`src/rtl/mux8_cfg_pkg.sv`:
```
// Shared definitions for the MUX8LUT configuration sequencer.
// Latency: n/a (types and constants only).
// Backpressure: n/a.
package mux8_cfg_pkg;

    // Upper bound on controllable slices; the index field is sized to address all of them.
    localparam int MAX_MUX    = 16;
    localparam int IDX_W      = $clog2(MAX_MUX);

    // Field positions inside the 32-bit configuration word.
    localparam int IDX_LSB    = 0;
    localparam int MODE_LSB   = 4;
    localparam int COMMIT_BIT = 31;

    typedef enum logic [1:0] {
        ST_IDLE    = 2'd0,
        ST_COLLECT = 2'd1,
        ST_COMMIT  = 2'd2
    } cfg_state_t;

endpackage

```
`src/rtl/mux8_cfg_shadow.sv`:
```
// Shadow register bank: one MODE_W-bit entry per slice, written one slot at a time.
// Latency: a write is visible on shadow_bits the cycle after wr_en.
// Backpressure: none; writes to slots >= NUM_MUX are dropped.
module mux8_cfg_shadow
    import mux8_cfg_pkg::*;
#(
    parameter int NUM_MUX = 8,
    parameter int MODE_W  = 2
) (
    input  logic                      CLK,
    input  logic                      resetn,
    input  logic                      wr_en,
    input  logic [IDX_W-1:0]          wr_idx,
    input  logic [MODE_W-1:0]         wr_mode,
    output logic [NUM_MUX*MODE_W-1:0] shadow_bits
);

    // Update only the addressed slot; an unmatched index touches nothing.
    always_ff @(posedge CLK or negedge resetn) begin
        if (!resetn) begin
            shadow_bits <= '0;
        end else if (wr_en) begin
            for (int i = 0; i < NUM_MUX; i++) begin
                if (wr_idx == IDX_W'(i)) begin
                    shadow_bits[i*MODE_W +: MODE_W] <= wr_mode;
                end
            end
        end
    end

endmodule

```
`src/rtl/mux8_cfg_sequencer.sv`:
```
// Collects per-slice config words into a shadow bank and commits them atomically to ConfigBits.
// Latency: ConfigBits and cfg_update change 2 cycles after the commit-word handshake.
// Backpressure: s_ready drops for exactly the one COMMIT cycle; optional readback via MUX8_CFG_READBACK_EN.
module mux8_cfg_sequencer
    import mux8_cfg_pkg::*;
#(
    parameter int NUM_MUX = 8,
    parameter int MODE_W  = 2
) (
    input  logic                      CLK,
    input  logic                      resetn,
    input  logic                      s_valid,
    output logic                      s_ready,
    input  logic [31:0]               s_data,
    output logic [NUM_MUX*MODE_W-1:0] ConfigBits,
    output logic                      cfg_update,
    output logic                      busy,
    output logic                      err,
`ifdef MUX8_CFG_READBACK_EN
    input  logic [IDX_W-1:0]          rb_idx,
    output logic [MODE_W-1:0]         rb_data,
`endif
    input  logic                      err_clr
);

    // One extra bit so NUM_MUX = MAX_MUX is representable in the range compare.
    localparam logic [IDX_W:0] NUM_MUX_L = (IDX_W+1)'(NUM_MUX);

    cfg_state_t                  state;
    logic                        xfer;
    logic                        idx_ok;
    logic                        is_commit;
    logic [IDX_W-1:0]            w_idx;
    logic [MODE_W-1:0]           w_mode;
    logic [NUM_MUX*MODE_W-1:0]   shadow_bits;
    logic                        unused_data;

    assign w_idx       = s_data[IDX_LSB +: IDX_W];
    assign w_mode      = s_data[MODE_LSB +: MODE_W];
    assign is_commit   = s_data[COMMIT_BIT];
    assign unused_data = ^s_data[COMMIT_BIT-1 : MODE_LSB+MODE_W];
    assign xfer        = s_valid & s_ready;
    assign idx_ok      = ({1'b0, w_idx} < NUM_MUX_L);

    mux8_cfg_shadow #(
        .NUM_MUX (NUM_MUX),
        .MODE_W  (MODE_W)
    ) u_shadow (
        .CLK         (CLK),
        .resetn      (resetn),
        .wr_en       (xfer & idx_ok),
        .wr_idx      (w_idx),
        .wr_mode     (w_mode),
        .shadow_bits (shadow_bits)
    );

    // Sequencer FSM; s_ready/busy are registered from the next state so they never glitch.
    always_ff @(posedge CLK or negedge resetn) begin
        if (!resetn) begin
            state      <= ST_IDLE;
            s_ready    <= 1'b0;
            busy       <= 1'b0;
            cfg_update <= 1'b0;
            ConfigBits <= '0;
        end else begin
            cfg_update <= 1'b0;
            case (state)
                ST_IDLE, ST_COLLECT: begin
                    s_ready <= 1'b1;
                    busy    <= (state == ST_COLLECT) | xfer;
                    if (xfer) begin
                        if (is_commit) begin
                            state   <= ST_COMMIT;
                            s_ready <= 1'b0;
                        end else begin
                            state   <= ST_COLLECT;
                        end
                    end
                end
                ST_COMMIT: begin
                    ConfigBits <= shadow_bits;
                    cfg_update <= 1'b1;
                    state      <= ST_IDLE;
                    s_ready    <= 1'b1;
                    busy       <= 1'b0;
                end
                default: begin
                    state   <= ST_IDLE;
                    s_ready <= 1'b1;
                    busy    <= 1'b0;
                end
            endcase
        end
    end

    // Sticky error: a fresh out-of-range write wins over a same-cycle clear.
    always_ff @(posedge CLK or negedge resetn) begin
        if (!resetn) begin
            err <= 1'b0;
        end else begin
            err <= (err & ~err_clr) | (xfer & ~idx_ok);
        end
    end

`ifdef MUX8_CFG_READBACK_EN
    // Combinational readback of the active config; unmapped indices read as zero.
    always_comb begin
        rb_data = '0;
        for (int i = 0; i < NUM_MUX; i++) begin
            if (rb_idx == IDX_W'(i)) begin
                rb_data = ConfigBits[i*MODE_W +: MODE_W];
            end
        end
    end
`endif

endmodule

```
`config.mk`:
```
export PLATFORM = sky130hd
export DESIGN_NAME = mux8_cfg_sequencer
export DESIGN_NICKNAME = d
export VERILOG_FILES = /design/src/rtl/mux8_cfg_pkg.sv /design/src/rtl/mux8_cfg_shadow.sv /design/src/rtl/mux8_cfg_sequencer.sv
export SDC_FILE = /design/constraint.sdc
export NUM_CORES = 1
export LEC_CHECK = 0
export ABC_AREA = 1
export CORE_MARGIN = 4
export CORE_UTILIZATION = 35
export CTS_CLUSTER_SIZE = 16
export DETAILED_ROUTE_END_ITERATION = 10
export GPL_TIMING_DRIVEN = 0
export HOLD_SLACK_MARGIN = 0.08
export MAX_ROUTING_LAYER = met4
export PLACE_DENSITY_LB_ADDON = 0.05
export RECOVER_POWER = 25
export SETUP_SLACK_MARGIN = 0.05
export SLEW_MARGIN = 20
export SYNTH_ARGS = -nofsm -noshare
export SYNTH_HDL_FRONTEND = slang
export SYNTH_HIERARCHICAL = 1
export SYNTH_SLANG_ARGS = --single-unit
```
`constraint.sdc`:
```
create_clock -name CLK -period 3.6 [get_ports CLK]
set_input_delay 0.54 -clock CLK [delete_from_list [all_inputs] [get_ports CLK]]
set_output_delay 0.54 -clock CLK [all_outputs]
set_load 0.02 [all_outputs]
```
### Word-level counts from Yosys, hierarchy flattened

Cells that the tools add are included.

| storage, ports and cells | value |
|---|---|
| RAM bits | 0 |
| bits of input ports | 36 |
| memories | 0 |
| register bits | 38 |
| output and inout port bits | 20 |
| memory bits (read-only) | 0 |
| latch bits | 0 |

| cells by class | value |
|---|---|
| bitwise gates (word level) | 8 |
| $lt $le $gt $ge | 1 |
| equality and inequality tests | 10 |
| divide/modulo/power cells | 0 |
| muxes and demuxes | 8 |
| reductions and logical operators | 11 |
| add/subtract/negate cells | 0 |
| shifts and indexed selects | 0 |
| multiply operators | 0 |

Operators with widths:

| operator | number |
|---|---|
| == test 4 x 3 -> 1 bit (second input constant) | 4 |
| AND reduction 2 bit | 8 |
| == test 4 x 2 -> 1 bit (second input constant) | 2 |
| two-way mux 2 bit | 3 |
| two-way mux 1 bit | 5 |
| bitwise AND 1 bit | 4 |
| == test 4 x 1 -> 1 bit (second input constant) | 1 |
| logical NOT 4 bit | 1 |
| less-than comparator 4 bit (second input constant) | 1 |
| == test 2 x 1 -> 1 bit (second input constant) | 1 |
| == test 2 bit (second input constant) | 1 |
| logical NOT 2 bit | 1 |
| != test 2 bit (second input constant) | 1 |
| inverter 1 bit | 2 |
| OR 1 bit | 2 |
| OR reduction 2 bit | 1 |

### Longest topological paths before layout

| depth | value |
|---|---|
| depth in word-level cells | 4 |
| gate-level depth with buffers | 6 |
| depth with buffers taken out | 6 |

### By module

Netlist, hierarchy kept.

Modules (own cells, without submodules):

| module | instances | area each (µm²) | cells each |
|---|---|---|---|
| mux8_cfg_sequencer | 1 | 828.3 | 91 |
| mux8_cfg_shadow | 1 | 779.5 | 97 |

### Least setup slack after synthesis

Ideal clock, no wire load.

| timing path | value |
|---|---|
| path kind | in2reg |
| start | input s_valid |
| end | register u_shadow.shadow_bits[2] |
| cell stages on the path | 6 |
| arrival | 1.355 ns |
| library setup time | 0.117 ns |
| setup slack | 2.128 ns |
| path through | nand2_1 nor2_1 buf_6 nand3_1 nand2_1 nand2_1 |

| between the ends | value |
|---|---|
| cells in the longest elaborated chain, start to end | 3 |

RTL lines:

| item | line | RTL |
|---|---|---|
| start, declared | mux8_cfg_sequencer.sv:12 | `input logic s_valid,` |
| bitwise AND 1 bit | mux8_cfg_sequencer.sv:42 | `assign xfer = s_valid & s_ready;` |
| bitwise AND 1 bit | mux8_cfg_sequencer.sv:51 | `.wr_en (xfer & idx_ok),` |
| AND reduction 2 bit (no line) | n/a |  |
| end signal, assigned by index | mux8_cfg_shadow.sv:25 | `shadow_bits[i*MODE_W +: MODE_W] <= wr_mode;` |
| end, declared | mux8_cfg_shadow.sv:15 | `output logic [NUM_MUX*MODE_W-1:0] shadow_bits` |

No other way between the ends.
A chain may end at the register's enable or synchronous reset.

==> results.toml <==
[sta]
fmax_mhz = 527.6
drv_slew = 0
fin_crit_sh_pct = 52.64
layout_min_cycle_time_ns = 1.895
rsz0062_at_grt = "no"
whs_ns = 0.3258
slew_headroom_pct = 19.71
fin_skew_ns = 0.003290
hold_viol_final = 0
worst_pin_slew_ns = 1.204
setup_viol = 0
setup_tns_ns = 0

[run_status]
run_status = "completed"

[synth]
synth_nets = 224
synth_area_sq_um = 1608
syn_inst = 188
synth.distinct_cells = 14
yosys_warnings = 6
ys_seq_area_share_pct = 59.14
synth_seq_cells = 38
syn_area_per_cell_sq_um = 8.552

[power_and_ir_drop]
p_comb_share_pct = 26.8
power-per-cell-area_nw_per_um2 = 572.2
finalPower_mw = 1.168
vdd_ir_drop_max_uv = 221.0
p_switching_mw = 0.3519
p_seq_share_pct = 48.4
clock_power_share_pct = 24.9
p_leak_nw = 1.058
p_int_mw = 0.8165
p_sw_share_pct = 30.12

[floorplanning]
die_y_um = 75.78
start_util_pct = 36.42
die_w_um = 75.78
rows = 24
core_area_sq_um = 4414
ios = 56
die_area_sq_um = 5742

[global_routing]
grt_pass1_wl_um = 5554
grt_max_degree = 24
grt.total_usage_pct = 13.53
first_global_vias = 1212
antenna_found_initial = 0
grt.overflow.total = 0

[setup_path]
worst_ep_arrival_time_ns = 2.11
slowest_stage = "clkbuf_1"
required_ns = 3.81
cpMostUsedCell = "clkbuf_1"
crit_chain = "clkbuf_1 > clkbuf_1"
worstSetupPathType = "primary input to async pin"
critPathMaxStageDelay_ns = 0.95
crit_family = "buffers and inverters"
cp_max_fo = 23
crit_path_end_kind = "async pin"
crit_buf_inv = 2
cp-start-kind = "primary input"

[detailed_routing]
drc = 0
first_pass_iters = 4
num_vias = 1293
wirelength_um = 3254
vias_per_cell = 4.668
ant_nets = 0
dr.first_iter.drc_count = 63
wl_per_cell_um = 11.75

[final_layout]
syn_to_final_growth_pct = 27.00
final_cell_mix = "95 x nand2_1, 38 x dfrtp_1, 27 x clkdlybuf4s50_1, 15 x inv_1, 9 x nor2_1"
nets = 260
fill_cells = 423
drive_above_1_share_pct = 7.556
finish.utilization_pct = 46.26
mostFrequentLayoutCell = "nand2_1"
diodes = 0

[clock_network]
htree_levels = 2
cts_sinks = 38
cts_made_buffers = 5
cts_hold_buf = 0
cts_resized = 0
postCtsSetupBuffers = 0
cts_root_buf = "clkbuf_8"
clk_pin_slew_ns = 0.07
clockBufferDepth = 2
cts_tree = "built"
clk_latency_ns = 0.28

[placement]
dp_hpwl_um = 2433
gp_congestion = 0.7717
portBuffers = 28

[min_path]
hp-class = "primary input to async pin"

[run]
cap_viol_max_count = 0
==> flip-flops by register name, indices dropped and copies added (netlist names) <==
register / cells
cfg_update: 1
err: 1
state: 2
s_ready: 1
busy: 1
ConfigBits: 16
u_shadow/shadow_bits: 16
==> cell type report <==
type,instances,area (sq um),area share (%)
inverter,15,56.30,2.757
sequential,38,950.9,46.57
clock inverter,1,5.005,0.2451
buffer,6,43.79,2.145
multi-input combinational,129,556.8,27.27
tap,52,65.06,3.186
timing repair buffer,29,277.8,13.60
clock buffer,7,86.33,4.228
==> layer usage <==
| layer | GRT usage [%] | routed length [um] |
|---|---|---|
| met5 | - | 0 |
| met4 | 5.243 | 65 |
| met3 | 4.354 | 130 |
| met2 | 19.49 | 1524 |
| met1 | 17.63 | 1533 |
==> kinds of logic (layout without fill, tap and decap cells) <==
kind of cell / count (synthesis) / after routing / synth area share (%)
and+or+nand+nor: 124 / 124 / 32.45
buffers and inverters: 21 / 58 / 6.225
AOI/OAI and AO/OA: 5 / 5 / 2.179
DFF: 38 / 38 / 59.14
==> power by group through the flow <==
stage	logic (mW)	clock network [mW]	registers [mW]
global route	0.346	0.330	0.577
detailed placement	0.321	0	0.573
global placement	0.315	0	0.569
floorplan	0.102	0	0.633
CTS	0.322	0.307	0.567
finish	0.313	0.291	0.565
==> per-stage QoR <==
step,setup WS (ns),cells,instance area [sq um]
after floorplan,2.128,188,1608
after global placement,1.124,268,1953
after detailed placement,1.470,269,1976
after CTS,1.777,277,2067
after global routing,1.275,277,2042
final,1.705,277,2042
==> path summary, 6_finish.rpt <==
check / start / end / slack (ns) / cells past startpoint
max: resetn / ConfigBits[8]$_DFFE_PN0P_ / 1.70 / 2
min: resetn / ConfigBits[2]$_DFFE_PN0P_ / 0.33 / 1
max reg2reg: s_ready$_DFF_PN0_ / u_shadow/shadow_bits[11]$_DFFE_PN0P_ / 2.13 / 6
min reg2reg: u_shadow/shadow_bits[14]$_DFFE_PN0P_ / ConfigBits[14]$_DFFE_PN0P_ / 0.47 / 2
max in group CLK: s_valid / u_shadow/shadow_bits[11]$_DFFE_PN0P_ / 1.76 / 7
min in group CLK: u_shadow/shadow_bits[14]$_DFFE_PN0P_ / ConfigBits[14]$_DFFE_PN0P_ / 0.47 / 2
==> synthesized netlist by cell type <==
| library cell | number | area [sq um] |
|---|---|---|
| a21oi_1 | 1 | 5.000 |
| buf_4 | 3 | 22.52 |
| buf_6 | 1 | 11.26 |
| clkbuf_2 | 2 | 10.01 |
| dfrtp_1 | 38 | 950.9 |
| inv_1 | 15 | 56.30 |
| nand2_1 | 95 | 356.6 |
| nand3_1 | 8 | 40.04 |
| nand3_4 | 1 | 17.52 |
| nand4_1 | 8 | 50.05 |
| nor2_1 | 9 | 33.78 |
| nor2_2 | 2 | 12.51 |
| nor2_4 | 1 | 11.26 |
| o21bai_1 | 4 | 30.03 |
Note: power is estimated with default switching activity, not from simulation.
==> edit: new RTL, same flow settings <==
Make the reset (`resetn`) synchronous in 3 clocked blocks.
--- a/src/rtl/mux8_cfg_shadow.sv
+++ b/src/rtl/mux8_cfg_shadow.sv
@@ -16,7 +16,7 @@
 );
 
     // Update only the addressed slot; an unmatched index touches nothing.
-    always_ff @(posedge CLK or negedge resetn) begin
+    always_ff @(posedge CLK) begin
         if (!resetn) begin
             shadow_bits <= '0;
         end else if (wr_en) begin
--- a/src/rtl/mux8_cfg_sequencer.sv
+++ b/src/rtl/mux8_cfg_sequencer.sv
@@ -55,7 +55,7 @@
     );
 
     // Sequencer FSM; s_ready/busy are registered from the next state so they never glitch.
-    always_ff @(posedge CLK or negedge resetn) begin
+    always_ff @(posedge CLK) begin
         if (!resetn) begin
             state      <= ST_IDLE;
             s_ready    <= 1'b0;
@@ -94,7 +94,7 @@
     end
 
     // Sticky error: a fresh out-of-range write wins over a same-cycle clear.
-    always_ff @(posedge CLK or negedge resetn) begin
+    always_ff @(posedge CLK) begin
         if (!resetn) begin
             err <= 1'b0;
         end else begin
Function: differs if resetn is asserted again (counterexample within 4 cycles, from zero or initial values and one cycle with resetn low); with resetn held inactive, the same outputs for 10 cycles.
==> edit against the unedited design <==
  * Clock skew increased by 0.0050 ns
  * Final area is 6.3% higher
  * Fmax is 3.8% higher
  * Sequential cell count is the same
  * Area after synthesis increased by 8.0%
  * Worst setup slack better by 0.070 ns
  * Wire length rose by 5.2%
  * Global-route usage decreased by 1.1 points
  * Register-to-register slack gained 0.05 ns
  * Critical endpoint is now s_ready
  * Largest cell class is now multi-input combinational cells
  * Highest routed layer unchanged
Power is not compared: it rests on default switching activity, and its combinational part moved more than twofold at a synthesized area within 25%.
==> edit: results (changes against the unedited design) <==
<table>
<tr><th>Metric</th><th>Value</th></tr>
<tr><th colspan="2">Timing</th></tr>
<tr><td>Final cycle utilization of the critical path</td><td>0.507 (was 0.526)</td></tr>
<tr><td>Clk_skew</td><td>0.00830 ns (was 0.00329 ns)</td></tr>
<tr><td>Slew margin rel.</td><td>0.696 (was 0.197)</td></tr>
<tr><th colspan="2">Placement</th></tr>
<tr><td>Input/output buffers</td><td>29 (was 28)</td></tr>
<tr><td>Gpl congestion</td><td>0.839 (was 0.772)</td></tr>
<tr><td>HPWL after DPL</td><td>2.59 mm (was 2.43 mm)</td></tr>
<tr><td>Minimum setup slack after placement</td><td>1.62 ns (was 1.47 ns)</td></tr>
<tr><th colspan="2">Route</th></tr>
<tr><td>WL met3</td><td>132 um (was 130 um)</td></tr>
<tr><td>Wire length after detailed routing</td><td>3.42 mm (was 3.25 mm)</td></tr>
<tr><td>Detailed route wirelength on metal2</td><td>1.43 mm (was 1.52 mm)</td></tr>
<tr><td>Vias per inst</td><td>4.13 (was 4.67)</td></tr>
<tr><td>Post-DR wirelength/cell</td><td>9.98 um (was 11.7 um)</td></tr>
<tr><td>DR iter-0 viols</td><td>38 (was 63)</td></tr>
<tr><th colspan="2">Synth</th></tr>
<tr><td>Cell types with the highest counts after synthesis</td><td>66 x sky130_fd_sc_hd__nor2_1, 50 x sky130_fd_sc_hd__nand2_1, 38 x sky130_fd_sc_hd__dfxtp_1 (was 95 x sky130_fd_sc_hd__nand2_1, 38 x sky130_fd_sc_hd__dfrtp_1, 15 x sky130_fd_sc_hd__inv_1)</td></tr>
<tr><td>Register area share after synthesis</td><td>0.438 (was 0.591)</td></tr>
<tr><td>Number of library cell types mapped by synthesis</td><td>19 (was 14)</td></tr>
<tr><td>Post-synthesis instance total</td><td>240 (was 188)</td></tr>
<tr><th colspan="2">Setup path</th></tr>
<tr><td>Arrival time reported for the critical path endpoint</td><td>1.28 ns (was 2.11 ns)</td></tr>
<tr><td>Slowest stage cell, crit path</td><td>sky130_fd_sc_hd__clkdlybuf4s50_1 (was sky130_fd_sc_hd__clkbuf_1)</td></tr>
<tr><td>Reg2Reg Setup Slack</td><td>2.18 ns (was 2.13 ns)</td></tr>
<tr><td>CP max FO</td><td>4 (was 23)</td></tr>
<tr><th colspan="2">Global route</th></tr>
<tr><td>Global Route Usage Sum</td><td>0.124 (was 0.135)</td></tr>
<tr><th colspan="2">Layout</th></tr>
<tr><td>Share of layout cells above drive strength 1</td><td>0.138 (was 0.0756)</td></tr>
<tr><td>Fin nets</td><td>312 (was 260)</td></tr>
<tr><th colspan="2">Worst hold path</th></tr>
<tr><td>Worst hold path class</td><td>flop to flop (was input port to asynchronous set/reset pin)</td></tr>
<tr><th colspan="2">Run status</th></tr>
<tr><td>Run status</td><td>complete, no violations (unchanged)</td></tr>
</table>
## edit: changes by cell type after synthesis, sizes merged
cell,unedited run,this run
o21bai,4,0
inv,15,32
buf,4,8
nand4,8,4
nor2,12,80
dfxtp,0,38
nand2,95,52
dfrtp,38,0
clkbuf,2,1
nand3b,0,1
nor3,0,2
nand3,9,21
## edit: worst paths after layout
kind | endpoint | from | depth (start not counted)
max | s_ready | s_ready$_SDFF_PN0_ | 1
min | cfg_update$_SDFF_PN0_ | state[1]$_SDFFE_PN0P_ | 2
max reg2reg | ConfigBits[0]$_SDFFE_PN0P_ | state[1]$_SDFFE_PN0P_ | 5
min reg2reg | cfg_update$_SDFF_PN0_ | state[1]$_SDFFE_PN0P_ | 2
## edit: final cells by class
| cell class | count | area, um^2 |
|---|---|---|
| buffer | 9 | 66.3 |
| multi-input combinational | 161 | 773 |
| inverter | 32 | 120 |
| tap | 67 | 83.8 |
| timing repair buffer | 29 | 290 |
| fill | 534 | 2580 |
| sequential | 38 | 761 |
| clock buffer | 7 | 76.3 |
## edit: stage by stage
step | instance area, um^2 | hold WS [ns]
after global placement | 2110 | 0.462
after detailed placement | 2110 | 0.471
final | 2170 | 0.458
after CTS | 2190 | 0.485
after global routing | 2170 | 0.487
after floorplan | 1740 | 0.455
## edit: tightest hold or removal path: cells and delay by family (launching register included)
kind	cells	cell delay, ns
buffers and inverters	1	0.06
DFF	1	0.31
and+or+nand+nor	1	0.05
## edit: cells by family (layout without fill, tap and decap cells)
group,Yosys count,after routing,synth area share
DFF,38,38,0.438
and+or+nand+nor,160,160,0.447
buffers and inverters,41,77,0.112
AOI/OAI and AO/OA,1,1,0.00288
## edit: per-layer routing
layer,track usage,vias up
met5,-,-
met4,0.0420,0
met2,0.191,24
met1,0.156,597
met3,0.0344,6
li1,-,790
## edit: power breakdown
group | leakage, nW | switching (mW) | total, mW | internal, mW
logic | 0.519 | 0.0590 | 0.102 | 0.0431
clock network | 0.0383 | 0.139 | 0.273 | 0.133
registers | 0.308 | 0.00501 | 0.435 | 0.430
total | 0.865 | 0.203 | 0.810 | 0.607
